### src/rtl/trap_ctrl.sv
// Trap/interrupt entry controller: captures irq edges and syscall pulses, handshakes
// trap entry with the core and pulses to_kernel_o. Optional macro: TRAP_ACK_TIMEOUT_EN.
module trap_ctrl #(
    parameter int IRQ_W       = 8,
    parameter int SYNC_STAGES = 2,
    parameter int ACK_TIMEOUT = 255
) (
    input  logic             clk_i,
    input  logic             arst_ni,
    input  logic [IRQ_W-1:0] irq_i,
    input  logic [IRQ_W-1:0] irq_mask_i,
    input  logic [31:0]      flags_i,
    input  logic             sw_trap_i,
    input  logic             ack_i,
    input  logic             eoi_i,
    output logic             trap_req_o,
    output logic [7:0]       trap_cause_o,
    output logic             to_kernel_o,
    output logic             busy_o,
    output logic [IRQ_W-1:0] pending_o,
    output logic             timeout_o
);
    typedef enum logic [1:0] {IDLE, REQ, ENTER, IN_TRAP} state_e;

    state_e                                state_q;
    logic [SYNC_STAGES-1:0][IRQ_W-1:0]     sync_q;
    logic [IRQ_W-1:0]                      prev_q, pend_q, rise, eligible, clr;
    logic [7:0]                            cause_q;
    logic [6:0]                            low_idx;
    logic                                  req_q, to_kernel_q, busy_q, timeout_q;
    logic                                  unused_flags;

    assign unused_flags = ^flags_i[31:1];

    always_ff @(posedge clk_i or negedge arst_ni) begin
        if (!arst_ni) begin
            sync_q <= '0;
            prev_q <= '0;
            pend_q <= '0;
        end else begin
            sync_q <= {sync_q[SYNC_STAGES-2:0], irq_i};
            prev_q <= sync_q[SYNC_STAGES-1];
            pend_q <= (pend_q & ~clr) | rise;   // capture beats clear
        end
    end

    assign rise     = sync_q[SYNC_STAGES-1] & ~prev_q;
    assign eligible = pend_q & irq_mask_i;

    always_comb begin
        low_idx = '0;
        for (int i = IRQ_W - 1; i >= 0; i--)
            if (eligible[i]) low_idx = 7'(i);
    end

    always_comb begin
        clr = '0;
        for (int i = 0; i < IRQ_W; i++)
            clr[i] = (state_q == ENTER) && cause_q[7] && (cause_q[6:0] == 7'(i));
    end

`ifdef TRAP_ACK_TIMEOUT_EN
    localparam int CW = (ACK_TIMEOUT > 255) ? $clog2(ACK_TIMEOUT + 1) : 8;
    logic [CW-1:0] cnt_q;
    logic          expire;
    assign expire = (cnt_q == CW'(ACK_TIMEOUT - 1));
`else
    localparam int unused_ack_timeout = ACK_TIMEOUT;
`endif

    always_ff @(posedge clk_i or negedge arst_ni) begin
        if (!arst_ni) begin
            state_q     <= IDLE;
            cause_q     <= '0;
            req_q       <= 1'b0;
            to_kernel_q <= 1'b0;
            busy_q      <= 1'b0;
            timeout_q   <= 1'b0;
`ifdef TRAP_ACK_TIMEOUT_EN
            cnt_q       <= '0;
`endif
        end else begin
            case (state_q)
                IDLE: begin
                    // KF set: syscall pulse is dropped, irqs simply stay pending
                    if (!flags_i[0] && (sw_trap_i || (|eligible))) begin
                        state_q <= REQ;
                        req_q   <= 1'b1;
                        busy_q  <= 1'b1;
                        cause_q <= sw_trap_i ? 8'h00 : {1'b1, low_idx};
`ifdef TRAP_ACK_TIMEOUT_EN
                        cnt_q   <= '0;
`endif
                    end
                end
                REQ: begin
                    if (ack_i) begin
                        state_q     <= ENTER;
                        req_q       <= 1'b0;
                        to_kernel_q <= 1'b1;
`ifdef TRAP_ACK_TIMEOUT_EN
                    end else if (expire) begin
                        state_q     <= ENTER;
                        req_q       <= 1'b0;
                        to_kernel_q <= 1'b1;
                        timeout_q   <= 1'b1;
                    end else begin
                        cnt_q <= cnt_q + 1'b1;
`endif
                    end
                end
                ENTER: begin
                    state_q     <= IN_TRAP;
                    to_kernel_q <= 1'b0;
                end
                IN_TRAP: begin
                    if (eoi_i) begin
                        state_q   <= IDLE;
                        busy_q    <= 1'b0;
                        cause_q   <= '0;
                        timeout_q <= 1'b0;
                    end
                end
                default: state_q <= IDLE;
            endcase
        end
    end

    assign trap_req_o   = req_q;
    assign trap_cause_o = cause_q;
    assign to_kernel_o  = to_kernel_q;
    assign busy_o       = busy_q;
    assign pending_o    = pend_q;
    assign timeout_o    = timeout_q;
endmodule

### config.mk
export PLATFORM = sky130hd
export DESIGN_NAME = trap_ctrl
export DESIGN_NICKNAME = d
export VERILOG_FILES = /design/src/rtl/trap_ctrl.sv
export SDC_FILE = /design/constraint.sdc
export NUM_CORES = 1
export LEC_CHECK = 0
export ABC_AREA = 1
export CAP_MARGIN = 20
export CORE_MARGIN = 5
export CORE_UTILIZATION = 37
export DETAILED_ROUTE_END_ITERATION = 10
export PLACE_DENSITY = 0.76
export SYNTH_ARGS = -nofsm -noshare
export SYNTH_HDL_FRONTEND = slang
export SYNTH_SLANG_ARGS = --single-unit
### constraint.sdc
create_clock -name clk_i -period 1.16 [get_ports clk_i]
set_input_delay 0.174 -clock clk_i [delete_from_list [all_inputs] [get_ports clk_i]]
set_output_delay 0.174 -clock clk_i [all_outputs]
set_load 0.01 [all_outputs]
==> results.json <==
{
  "grt_antenna_before_repair": 0,
  "area_growth_from_synthesis_to_layout_pct": 53.0,
  "maxCapViolations": 0,
  "finalSetupTns_ns": -1.23,
  "die_w_um": 75.5,
  "drt-initial-drc-count": 41,
  "finish.instance_area_sq_mm": 0.00242,
  "gp_congestion": 0.788,
  "firstDrtPassIters": 4,
  "synth_top_area_frac": 0.647,
  "grt_overflow": 0,
  "worst_endpoint_data_arrival_time_ns": 1.50,
  "syn_inst": 154,
  "initial_cell_density_of_the_core": 0.388,
  "coreArea_sq_mm": 0.00409,
  "mappedNetlistArea_sq_mm": 0.00159,
  "cp.required_ns": 1.37,
  "worstSetupEndpointType": "flop",
  "cts-root-buf": "sky130_fd_sc_hd__clkbuf_8",
  "drc": 0,
  "hold_violations": 0,
  "rsz_0062_raised_after_global_routing": "true",
  "tritoncts.num_buffers": 5,
  "synthArstFlopShare": 1.00,
  "routed_wire_length_per_instance_um": 12.0,
  "post_synth.cell_area_avg_sq_um": 10.3,
  "worst_clock_skew_on_the_final_layout_ns": 0.00254,
  "ys_seq_area_frac": 0.647,
  "rows": 23,
  "max-clock-path-buffers": 2,
  "fin_crit_ns": 1.29,
  "fillCellCount": 341,
  "worst_setup_path_start_kind": "flop",
  "hold_path.class": "in -> reg",
  "detailed_place_hpwl_um": 2200,
  "clock_tree_from_tritoncts": "yes",
  "cts.clk_slew.worst_paths_ns": 0.08,
  "htreeDepth": 2,
  "finalWorstSetupSlack_ns": -0.134,
  "finish.net_count": 279,
  "yosys_most_used_dff": "sky130_fd_sc_hd__dfrtp_1",
  "average_via_count_per_standard_cell": 4.53,
  "run_status": "finished, violations left",
  "dr_total_vias": 1238,
  "num_antenna_cells": 0,
  "min_period_over_period": 1.12,
  "critical_path_class": "reg -> reg",
  "number_of_enable_type_register_cells_in_the_synthesized_netlist": 0,
  "setup_viol_count_final": 15,
  "crit_fanout": 4,
  "yosys.cell_types.count": 18,
  "share_of_cells_above_drive_strength_1": 0.354,
  "timing.fmax_ghz": 0.773,
  "p_leak_uw": 0.00113,
  "clkLatencyLatePin_ns": 0.28,
  "failed_checks": "setup timing",
  "cts_sinks": 41,
  "synth_seq_cells": 41,
  "timing.final.max_slew_violations": 0,
  "vias_in_the_first_global_route": 1141,
  "ant_nets": 0,
  "synth_top_cells_by_area": "sky130_fd_sc_hd__dfrtp_1 65%, sky130_fd_sc_hd__nand2_1 8.3%, sky130_fd_sc_hd__inv_1 5.4%",
  "grt.total_usage": 0.114,
  "ys_warn_count": 0,
  "io_pins": 73,
  "die_y_um": 75.5,
  "grt_first_pass_wirelength_um": 4810,
  "detailed_place.area_sq_mm": 0.00210,
  "synth_top_cell_by_area": "sky130_fd_sc_hd__dfrtp_1",
  "power.density_mw_per_mm2": 1980,
  "maximum_number_of_pins_on_one_net_before_global_route_repair": 42,
  "dieArea_sq_mm": 0.00569,
  "routed_wirelength_um": 3260,
  "port_buffers": 36,
  "irDropWorstVdd_uv": 1070
}
==> critical path, cell delays in order (launching register included) <==
cell and delay (ns):
sky130_fd_sc_hd__dfrtp_2 0.48, sky130_fd_sc_hd__ha_4 0.20, sky130_fd_sc_hd__nor2_2 0.09, sky130_fd_sc_hd__nand2_1 0.09, sky130_fd_sc_hd__a21oi_2 0.13, sky130_fd_sc_hd__o21ai_1 0.08, sky130_fd_sc_hd__o21ai_1 0.14
==> state kept, by name, summed over array words and instances, names as in the netlist <==
register	flops
sync_q	16
pending_o	8
prev_q	8
trap_cause_o	4
state_q	2
busy_o	1
to_kernel_o	1
trap_req_o	1
==> area by class of cell <==
class                           instances  area (sq um)  share of cell area
Clock buffer                            6          72.6              0.0299
Clock inverter                          2          38.8              0.0160
Inverter                               23          91.3              0.0377
Multi-Input combinational cell         90           581               0.239
Sequential cell                        41          1030               0.424
Tap cell                               50          62.6              0.0258
Timing Repair Buffer                   61           551               0.227
==> synthesized netlist by cell type (2+ instances only) <==
| cell | instances |
|---|---|
| sky130_fd_sc_hd__nor2_1 | 5 |
| sky130_fd_sc_hd__ha_1 | 4 |
| sky130_fd_sc_hd__o21ai_1 | 9 |
| sky130_fd_sc_hd__buf_4 | 5 |
| sky130_fd_sc_hd__dfrtp_1 | 41 |
| sky130_fd_sc_hd__nand3_1 | 3 |
| sky130_fd_sc_hd__nand2_1 | 35 |
| sky130_fd_sc_hd__nand2_2 | 2 |
| sky130_fd_sc_hd__o21ai_0 | 17 |
| sky130_fd_sc_hd__inv_1 | 23 |
| sky130_fd_sc_hd__a21oi_1 | 3 |
==> cell families (layout without fill, tap and decap cells) <==
kind of cell / Yosys count / after routing / share of synthesized area
simple gates: 51 / 52 / 0.149
compound gates: 29 / 29 / 0.0915
fa+ha+maj: 4 / 4 / 0.0316
buf+inv: 28 / 92 / 0.0781
other cells: 1 / 5 / 0.00237
flops: 41 / 41 / 0.647
==> per-layer routing <==
metal | part of all wire | GRT usage
met5 | 0 | 0
met2 | 0.52 | 0.202
met4 | 0.020 | 0.0563
met3 | 0.073 | 0.0369
met1 | 0.39 | 0.122
==> cells in the final DEF, fill, tap and decap left out, drive strengths merged, types with 2 or more instances in the layout <==
cell type / instances
nor2: 6
nand2: 38
a21oi: 3
inv: 23
clkdlybuf4s50: 20
clkbuf: 8
nand3: 6
dlygate4sd2: 2
ha: 4
o21ai: 26
clkdlybuf4s15: 7
dfrtp: 41
conb: 5
buf: 29
==> where the power goes <==
group	total, uW	switching [uW]	internal [uW]
sequential	1840	186	1660
combinational	1850	972	877
clock	1120	471	646
==> worst paths after layout <==
check / depth (start not counted) / slack (ns) / end / start
hold reg to reg: 0 / 0.35 / sync_q[12] / sync_q[4]
min in group asynchronous: 3 / 0.38 / sync_q[1] / arst_ni
setup reg to reg: 6 / -0.13 / trap_cause_o[1] / state_q[1]
max in group asynchronous: 3 / 0.58 / state_q[0] / arst_ni
hold / removal: 1 / 0.32 / sync_q[6] / irq_i[6]
setup / recovery: 6 / -0.13 / trap_cause_o[1] / state_q[1]
==> per-stage QoR <==
| stage | hold slack [ns] | instances | setup WS, ns | total power [uW] | util |
|---|---|---|---|---|---|
| final | 0.319 | 273 | -0.134 | 4810 | 0.593 |
| after global routing | 0.301 | 273 | -0.217 | 5100 | 0.593 |
| after CTS | 0.308 | 266 | -0.121 | 4510 | 0.555 |
| after detailed placement | 0.161 | 251 | -0.303 | 3330 | 0.513 |
| after global placement | 0.156 | 251 | -0.269 | 3270 | 0.513 |
| after floorplan | -0.122 | 158 | 0.00191 | 2630 | - |
==> repair_timing <==
action,4_1_cts,5_1_grt
hold buffers,1,0
pin swaps,6,23
resized for setup,37,52
setup endpoints to repair,32,25
gates cloned,1,0
hold endpoints to repair,41,0
buffers inserted,5,8
(Power assumes the default switching activity.)
==> patch: new RTL, same settings <==
Add a define of `TRAP_ACK_TIMEOUT_EN`.
--- a/src/rtl/trap_ctrl.sv
+++ b/src/rtl/trap_ctrl.sv
@@ -1,4 +1,6 @@
 // Trap/interrupt entry controller: captures irq edges and syscall pulses, handshakes
 // trap entry with the core and pulses to_kernel_o. Optional macro: TRAP_ACK_TIMEOUT_EN.
+`define TRAP_ACK_TIMEOUT_EN
+
 module trap_ctrl #(
     parameter int IRQ_W       = 8,
Function: same outputs for any inputs over 10 cycles, from zero or initial values and one cycle with arst_ni low; that may be too few to reach the edited logic, so the function may still have changed.
==> patch against the original RTL <==
The flow still finishes with violations (setup timing); core utilization up 1.3 points; synthesized area is 39% higher; setup slack worse by 0.13 ns; sequential cell count is 9 higher; via count is 60% higher; synthesized cell count grew 54%; power increased by 39%; wire length up 82%; design area is 46% higher; critical path type unchanged; largest cell class unchanged; highest routed layer unchanged.
==> patch: results <==
export IMPL_ys_seq_area_share_pct=56.7
export IMPL_use_met1_pct=17.9
export IMPL_nNonClkBuffers=97
export IMPL_tns_ns=-4.82
export IMPL_multi_input_area_sq_um=1120
export IMPL_vdd_drop_max_mv=0.948
export IMPL_timing_final_ws_setup_ns=-0.263
export IMPL_core_area_sq_um=5850
export IMPL_reg2reg_depth=7
export IMPL_nonClkBufAreaFrac_pct=25.0
export IMPL_grt_pass1_vias=2143
export IMPL_synth_area_per_cell_sq_um=9.31
export IMPL_clockPowerShare_pct=16.4
export IMPL_dpl_hpwl_mm=3.71
export IMPL_dr_wl_met2_mm=3.11
export IMPL_p_int_mw=4.06
export IMPL_place_area_sq_um=2980
export IMPL_pre_cts_ws_ns=-0.385
export IMPL_wl_per_cell_um=14.3
export IMPL_critPathArrivalTime_ns=1.68
export IMPL_grtUsageMet3_pct=3.50
export IMPL_wl_met1_mm=2.40
export IMPL_htree_levels=2
export IMPL_grt_pass1_wl_mm=9.52
export IMPL_globalRouteTotalUtil_pct=16.2
export IMPL_clk_latency_ns=0.31
export IMPL_fin_hold_ws_ns=0.290
export IMPL_first_iter_violations=108
export IMPL_layout_nets=399
export IMPL_synthTopCellsByCount="nand2_1 (73), dfrtp_1 (50), inv_1 (23), o21ai_0 (17)"
export IMPL_skew_ns=0.00516
export IMPL_comb_multi_input_count=162
export IMPL_setup_viol=29
export IMPL_fillers=435
export IMPL_routed_wl_mm=5.95
export IMPL_crit_path_end="cnt_q[2]$_DFFE_PN0P_"
export IMPL_wl_met3_um=258
export IMPL_synth_cell_types=29
export IMPL_clock_area_share_pct=2.75
export IMPL_port_buffer_count=37
export IMPL_gp_congestion=0.818
export IMPL_drtPass1Iterations=4
export IMPL_clk_pin_slew_ns=0.10
export IMPL_r2r_start="state_q[0]$_DFFE_PN0P_"
export IMPL_drive_gt1_share_pct=44.1
export IMPL_clock_path_buffers=2
export IMPL_dp_cells=384
export IMPL_violations="setup timing"
export IMPL_num_vias=1984
export IMPL_grt_max_degree=51
export IMPL_ys_top_cells_by_area="dfrtp_1 (57%), nand2_1 (12%), ha_1 (4.0%)"
export IMPL_status="finished, violations left"
export IMPL_area_growth_pct=60.9
export IMPL_top_layer_used="met4"
export IMPL_p_leak_nw=1.67
export IMPL_grtUsageMet2_pct=28.5
export IMPL_cts_sinks=50
## patch: cell count changes after synthesis, moves of 2 or more
cell / before / now
a21oi_1: 3 / 5
dfrtp_1: 41 / 50
ha_1: 4 / 7
nand2_1: 35 / 73
nand2_2: 2 / 5
nand3_1: 3 / 13
nand4_1: 0 / 2
nor2_1: 5 / 13
nor2_2: 1 / 4
nor3_1: 0 / 2
o21ai_1: 9 / 2
## patch: what timing repair did
item	CTS	global route
pin swaps	30	24
endpoints found under the setup margin	42	35
hold endpoints to repair	50	0
cloned	1	0
buffers inserted	16	9
hold buffers	1	0
gates resized for setup	112	32
## patch: cells by family (layout without fill, tap and decap cells)
group,after synthesis,in the layout,share of synthesized area (%)
AO/OA/AOI/OAI,29,29,7.54
XOR/XNOR,1,1,0.397
adder cells (fa/ha/maj),7,7,3.97
buffers and inverters,29,128,6.01
flip-flops,50,50,56.7
other,1,4,0.170
AND/OR/NAND/NOR,120,121,25.2
